===== src/rtl/pwl_buf_pkg.sv =====
// Shared types and sizing for the PWL batch buffer.
// SAMPLE_WIDTH and BATCH_WIDTH are fixed here so every file agrees on batch_t.
package pwl_buf_pkg;

  localparam int SAMPLE_WIDTH  = 16;
  localparam int BATCH_WIDTH   = 256;
  localparam int BATCH_SAMPLES = BATCH_WIDTH / SAMPLE_WIDTH;

  typedef logic [BATCH_SAMPLES-1:0][SAMPLE_WIDTH-1:0] batch_t;

  typedef enum logic [1:0] {
    IDLE   = 2'd0,
    PRIME  = 2'd1,
    STREAM = 2'd2,
    FLUSH  = 2'd3
  } state_e;

endpackage


===== src/rtl/pwl_batch_buffer_fifo.sv =====
// batch_fifo_sync: synchronous FIFO of batch_t with first-word-fall-through
// read data, occupancy count, full flag and a one-cycle flush.
module batch_fifo_sync
  import pwl_buf_pkg::*;
#(
  parameter int DEPTH = 8,
  parameter int CNT_W = $clog2(DEPTH) + 1
) (
  input  logic             clk,
  input  logic             rst,
  input  logic             flush,
  input  logic             wr_en,
  input  batch_t           wr_data,
  input  logic             rd_en,
  output batch_t           rd_data,
  output logic [CNT_W-1:0] count,
  output logic             full
);

  localparam int PTR_W = $clog2(DEPTH);

  batch_t           mem_q [DEPTH];
  logic [PTR_W-1:0] wr_ptr_q, wr_ptr_d;
  logic [PTR_W-1:0] rd_ptr_q, rd_ptr_d;
  logic [CNT_W-1:0] count_q, count_d;
  logic             wr_fire;
  logic             rd_fire;

  assign full    = (count_q == CNT_W'(DEPTH));
  assign count   = count_q;
  assign rd_data = mem_q[rd_ptr_q];

  // A full FIFO still takes a write when a read frees an entry the same cycle.
  always_comb begin
    rd_fire  = rd_en && (count_q != '0) && !flush;
    wr_fire  = wr_en && !flush && (!full || rd_fire);
    wr_ptr_d = wr_ptr_q;
    rd_ptr_d = rd_ptr_q;
    count_d  = count_q;
    if (flush) begin
      wr_ptr_d = '0;
      rd_ptr_d = '0;
      count_d  = '0;
    end else begin
      if (wr_fire) wr_ptr_d = wr_ptr_q + 1'b1;
      if (rd_fire) rd_ptr_d = rd_ptr_q + 1'b1;
      case ({wr_fire, rd_fire})
        2'b10:   count_d = count_q + 1'b1;
        2'b01:   count_d = count_q - 1'b1;
        default: count_d = count_q;
      endcase
    end
  end

  always_ff @(posedge clk) begin
    if (rst) begin
      wr_ptr_q <= '0;
      rd_ptr_q <= '0;
      count_q  <= '0;
    end else begin
      wr_ptr_q <= wr_ptr_d;
      rd_ptr_q <= rd_ptr_d;
      count_q  <= count_d;
    end
  end

  always_ff @(posedge clk) begin
    if (wr_fire) mem_q[wr_ptr_q] <= wr_data;
  end

endmodule


===== src/rtl/pwl_batch_buffer.sv =====
// Elastic batch buffer between pwl_generator and the DAC0 stream: primes, streams,
// counts underflows. Optional PWL_BUF_IDLE_HOLD_EN repeats the last sample when empty.
//
// state  | meaning
// IDLE   | not streaming; FIFO accepts writes
// PRIME  | waiting for registered count >= PRIME_LEVEL
// STREAM | presenting batches to the DAC on valid/ready
// FLUSH  | one cycle: pointers and count cleared, writes ignored
module pwl_batch_buffer
  import pwl_buf_pkg::*;
#(
  parameter int FIFO_DEPTH      = 8,
  parameter int RDY_MARGIN      = 2,
  parameter int PRIME_LEVEL     = 4,
  parameter int UFLOW_CNT_WIDTH = 16
) (
  input  logic                                     clk,
  input  logic                                     rst,
  input  logic [BATCH_SAMPLES-1:0][SAMPLE_WIDTH-1:0] batch_in,
  input  logic                                     valid_batch_in,
  output logic                                     dac0_rdy,
  input  logic                                     run,
  input  logic                                     halt,
  output logic [BATCH_SAMPLES-1:0][SAMPLE_WIDTH-1:0] batch_out,
  output logic                                     valid_out,
  input  logic                                     ready_in,
  output logic                                     active,
  output logic                                     overflow,
  output logic [UFLOW_CNT_WIDTH-1:0]               underflow_cnt
);

  localparam int CNT_W = $clog2(FIFO_DEPTH) + 1;

  state_e                     state_q, state_d;
  logic                       overflow_q, overflow_d;
  logic [UFLOW_CNT_WIDTH-1:0] uflow_q, uflow_d;
  logic                       flush;
  logic                       rd_en;
  logic                       fifo_empty;
  logic                       fifo_full;
  logic [CNT_W-1:0]           fifo_count;
  batch_t                     fifo_data;
`ifdef PWL_BUF_IDLE_HOLD_EN
  logic [SAMPLE_WIDTH-1:0]    last_q, last_d;
`endif

  batch_fifo_sync #(.DEPTH(FIFO_DEPTH), .CNT_W(CNT_W)) u_fifo (
    .clk     (clk),
    .rst     (rst),
    .flush   (flush),
    .wr_en   (valid_batch_in),
    .wr_data (batch_in),
    .rd_en   (rd_en),
    .rd_data (fifo_data),
    .count   (fifo_count),
    .full    (fifo_full)
  );

  assign fifo_empty    = (fifo_count == '0);
  assign dac0_rdy      = (fifo_count < CNT_W'(FIFO_DEPTH - RDY_MARGIN));
  assign overflow      = overflow_q;
  assign underflow_cnt = uflow_q;

  always_comb begin
    state_d    = state_q;
    overflow_d = overflow_q;
    uflow_d    = uflow_q;
    flush      = 1'b0;
    valid_out  = 1'b0;
    active     = 1'b0;
    batch_out  = '0;
    case (state_q)
      IDLE: begin
        if (halt) begin
          state_d = FLUSH;
        end else if (run) begin
          state_d    = PRIME;
          overflow_d = 1'b0;
        end
      end
      PRIME: begin
        active = 1'b1;
        if (halt) state_d = FLUSH;
        else if (fifo_count >= CNT_W'(PRIME_LEVEL)) state_d = STREAM;
      end
      STREAM: begin
        active = 1'b1;
        if (!fifo_empty) begin
          valid_out = 1'b1;
          batch_out = fifo_data;
        end else begin
`ifdef PWL_BUF_IDLE_HOLD_EN
          valid_out = 1'b1;
          batch_out = {BATCH_SAMPLES{last_q}};
`endif
          if (ready_in && (uflow_q != {UFLOW_CNT_WIDTH{1'b1}})) uflow_d = uflow_q + 1'b1;
        end
        if (halt) state_d = FLUSH;
      end
      FLUSH: begin
        flush   = 1'b1;
        state_d = IDLE;
      end
      default: state_d = IDLE;
    endcase

    // Hold batches never pop the FIFO.
    rd_en = valid_out && ready_in && !fifo_empty;

    // A drop in the same cycle as run still reports, so set wins over clear.
    if (valid_batch_in && !flush && fifo_full && !rd_en) overflow_d = 1'b1;
  end

`ifdef PWL_BUF_IDLE_HOLD_EN
  always_comb begin
    last_d = last_q;
    if (flush) last_d = '0;
    else if (rd_en) last_d = fifo_data[BATCH_SAMPLES-1];
  end

  always_ff @(posedge clk) begin
    if (rst) last_q <= '0;
    else     last_q <= last_d;
  end
`endif

  always_ff @(posedge clk) begin
    if (rst) begin
      state_q    <= IDLE;
      overflow_q <= 1'b0;
      uflow_q    <= '0;
    end else begin
      state_q    <= state_d;
      overflow_q <= overflow_d;
      uflow_q    <= uflow_d;
    end
  end

endmodule


===== config.mk =====
export PLATFORM = sky130hd
export DESIGN_NAME = pwl_batch_buffer
export DESIGN_NICKNAME = d
export VERILOG_FILES = /design/src/rtl/pwl_buf_pkg.sv /design/src/rtl/pwl_batch_buffer_fifo.sv /design/src/rtl/pwl_batch_buffer.sv
export SDC_FILE = /design/constraint.sdc
export NUM_CORES = 2
export LEC_CHECK = 0
export BUFFER_PORTS_ARGS = -buffer_cell sky130_fd_sc_hd__buf_4
export CELL_PAD_IN_SITES_DETAIL_PLACEMENT = 1
export CELL_PAD_IN_SITES_GLOBAL_PLACEMENT = 1
export CORE_MARGIN = 3
export CORE_UTILIZATION = 42
export CTS_BUF_LIST = sky130_fd_sc_hd__clkbuf_4 sky130_fd_sc_hd__clkbuf_8 sky130_fd_sc_hd__clkbuf_16
export CTS_CLUSTER_SIZE = 8
export DETAILED_ROUTE_END_ITERATION = 7
export GPL_TIMING_DRIVEN = 0
export PLACE_DENSITY_LB_ADDON = 0.1
export SLEW_MARGIN = 25
export SYNTH_ARGS = -nofsm -noshare
export SYNTH_HDL_FRONTEND = slang
export SYNTH_SLANG_ARGS = --single-unit
export TNS_END_PERCENT = 100

===== constraint.sdc =====
create_clock -name clk -period 43.8 [get_ports clk]
set_clock_uncertainty 0.05 [all_clocks]
set_input_delay 8.76 -clock clk [delete_from_list [all_inputs] [get_ports clk]]
set_output_delay 8.76 -clock clk [all_outputs]
set_load 0.005 [all_outputs]

==> out/qor.yml <==
cellPowerDensity_nw_per_um2: 50.6
io_pins: 538
dp.cells: 6830
syn_area_um2: 79000
max_cap_viol_count: 0
die_w_um: 440
critical-path-top-delay-family: "buffers and inverters"
drt_iter0_drc: 2722
core_area_um2: 186000
viasPerCell: 5.42
start_kind: "flip-flop"
drt-total-wl_um: 206000
synth_top_family_by_area: "multiplexers"
synth-main-ff-cell: "edfxtp_1"
yosys_warnings: 0
place_congestion: 0.766
setup_ws_ps: 30620
hp-start: "u_fifo.rd_ptr_q[1]"
avgSynthCellArea_um2: 22.8
ff2ff_path_depth: 16
max_freq_mhz: 75.9
synth_compound_area_share_pct: 0.293
post-cts-setup-buffer-count: 0
grt_max_degree: 17
synth_edf_count: 2048
setup.worst_path.end_class: "output port"
cpMostUsedCell: "clkbuf_1"
synth-async-reset-ratio_pct: 0
rr_endpoint: "u_fifo.mem_q[0][220]"
regArea_um2: 62100
path_buf_inv: 5
hp-class: "flip-flop to flip-flop"
final_util_pct: 52.5
synth_nets: 3729
p_leak_nw: 31.9
synth-simple-area-share_pct: 1.93
cts.sinks: 2080
floorplan.initialDensity_pct: 42.4
grt_overflow: 0
multi_input_area_um2: 16200
cts-root-buf: "clkbuf_16"
period_share_pct: 30.1
worstPathRequired_ps: 34990
hold_ws_ps: 439
fin_cells: 7202
timing.rr.start: "state_q[0]"
cts.clk_slew.worst_paths_ps: 50
hold_viol: 0
post_dp_cell_area_um2: 89400
drv_slew: 0
fin_area_um2: 97700
critPathArrivalTime_ps: 4370
drive_gt1_share_pct: 39.1
dp_slack_ps: 30440
max_slew_margin_pct: 31.7
rsz0062_at_grt: "no"
grt_pass1_vias: 42200
crit_chain: "clkbuf_1, or4_1, buf_2, nand2_1, clkbuf_2, clkbuf_1, nor2_1, buf_4"
cts.path.max_buffers: 4
cts_tree: "yes"
cp_slowest_cell: "clkbuf_2"
ir_drop_v: 0.0000422
wire_per_inst_um: 28.6
fillers: 16400
grt_pass1_wl_um: 301000
finalSetupViolCount: 0
ys_types: 42
dieHeight_um: 440
power.total_mw: 4.95
h-tree-depth: 5
crit_path_max_fanout: 10
synth_seq_cells: 2080
synth_xor_area_share_pct: 0.0443
period_needed_ps: 13180
max_stage_delay_ps: 670
dieArea_um2: 193000
worst_slew_pin_slew_ps: 1020
antenna_found_initial: 44
cts_buffers: 311
port_buffers: 537
drc: 0
rrSetupSlack_ps: 38570
synthAdderAreaFrac_pct: 0.127
grtUsageTotal_pct: 21.5
num_vias: 39000
netlist_instances: 3459
ant_nets: 0
cts_resized: 0
num_rows: 158
status: "finished clean"
dp_hpwl_um: 142000
synthMuxAreaShare_pct: 18.0
hold_buffers: 0
area_delta_synth_final_pct: 23.7
clk_latency_ps: 900
crit_type: "flip-flop to output port"
drtPass1Iterations: 7
fin_nets: 4934
hold_path_depth: 2
setup_tns_ps: 0
ys_seq_area_share_pct: 78.7
-- layout by cell type, fill, tap and decap left out, types with 9 or more instances in the layout --
| master | instances |
|---|---|
| buf_1 | 59 |
| mux4_2 | 512 |
| dfxtp_1 | 32 |
| nand2_1 | 22 |
| mux2i_1 | 262 |
| buf_4 | 753 |
| clkbuf_1 | 65 |
| edfxtp_1 | 2048 |
| diode_2 | 16 |
| buf_6 | 65 |
| clkbuf_2 | 52 |
| clkbuf_16 | 315 |
| buf_16 | 17 |
| clkbuf_4 | 28 |
| buf_2 | 58 |
| nor2_1 | 278 |
| nor2b_1 | 9 |
| a21oi_1 | 12 |
-- state kept, by name (all words and copies together) (netlist names), named ones only --
register,cells
overflow,1
state_q,2
u_fifo.count,4
u_fifo.mem_q,2048
u_fifo.rd_ptr_q,3
u_fifo.wr_ptr_q,3
underflow_cnt,16
-- worst max-delay path by stage --
stage | start | endpoint | slack, ps | cells after the start
2_1_floorplan | ready_in | u_fifo.mem_q[0][0] | 6650 | 4
3_3_place_gp | ready_in | u_fifo.mem_q[0][217] | -24950 | 5
3_5_place_dp | ready_in | u_fifo.mem_q[0][217] | 30440 | 15
4_1_cts | u_fifo.count[2] | batch_out[88] | 30350 | 8
5_1_grt | u_fifo.count[1] | batch_out[136] | 30390 | 8
6_report | u_fifo.count[1] | batch_out[56] | 30620 | 8
-- worst reg2reg max path, cell delays in order (launching register included) --
cell	delay, ps
dfxtp_1	330
inv_1	130
ha_1	290
nand2_1	200
a31oi_1	340
clkbuf_1	480
nor4b_2	740
buf_2	340
buf_2	250
buf_2	220
buf_2	230
buf_2	220
buf_2	210
buf_2	230
buf_2	230
buf_2	230
buf_2	210
-- power by group --
part / switching (mW) / total (mW) / internal (mW)
Clock: 0.789 / 2.08 / 1.29
Combinational: 0.290 / 0.520 / 0.230
Sequential: 0.0257 / 2.35 / 2.32
-- synthesized netlist by cell type, types with 6 or more instances --
master | instances | share of area [%]
mux2i_1 | 262 | 3.3
nor2b_1 | 9 | 0.071
a21oi_1 | 12 | 0.076
nor2_1 | 279 | 1.3
edfxtp_1 | 2048 | 78
clkbuf_1 | 85 | 0.40
dfxtp_1 | 32 | 0.81
inv_1 | 8 | 0.038
or4_1 | 7 | 0.067
nand2_1 | 22 | 0.10
ha_1 | 8 | 0.13
nand3_1 | 6 | 0.038
mux4_2 | 512 | 15
mux2_2 | 8 | 0.11
buf_1 | 94 | 0.45
-- per-layer routing --
| metal | share of wire, % | track usage [%] |
|---|---|---|
| met3 | 4.8 | 4.07 |
| met4 | 3.0 | 6.93 |
| met5 | 0.047 | 0 |
| met2 | 51 | 36.1 |
| met1 | 41 | 28.2 |
-- final cells by class --
type,count,area share (%)
Tap cell,2480,3.17
Clock buffer,343,8.28
Clock inverter,12,0.170
Buffer,182,0.780
Multi-Input combinational cell,1189,16.6
Antenna cell,16,0.0410
Sequential cell,2080,63.6
Inverter,8,0.0307
Timing Repair Buffer,892,7.36
-- logic make-up after synthesis --
| family | count (synthesis) |
|---|---|
| flops | 2080 |
| mux | 782 |
| simple gates | 360 |
| buf+inv | 190 |
| compound gates | 35 |
| fa+ha+maj | 8 |
| xor+xnor | 4 |
No activity file was read; power rests on OpenSTA's default activity.
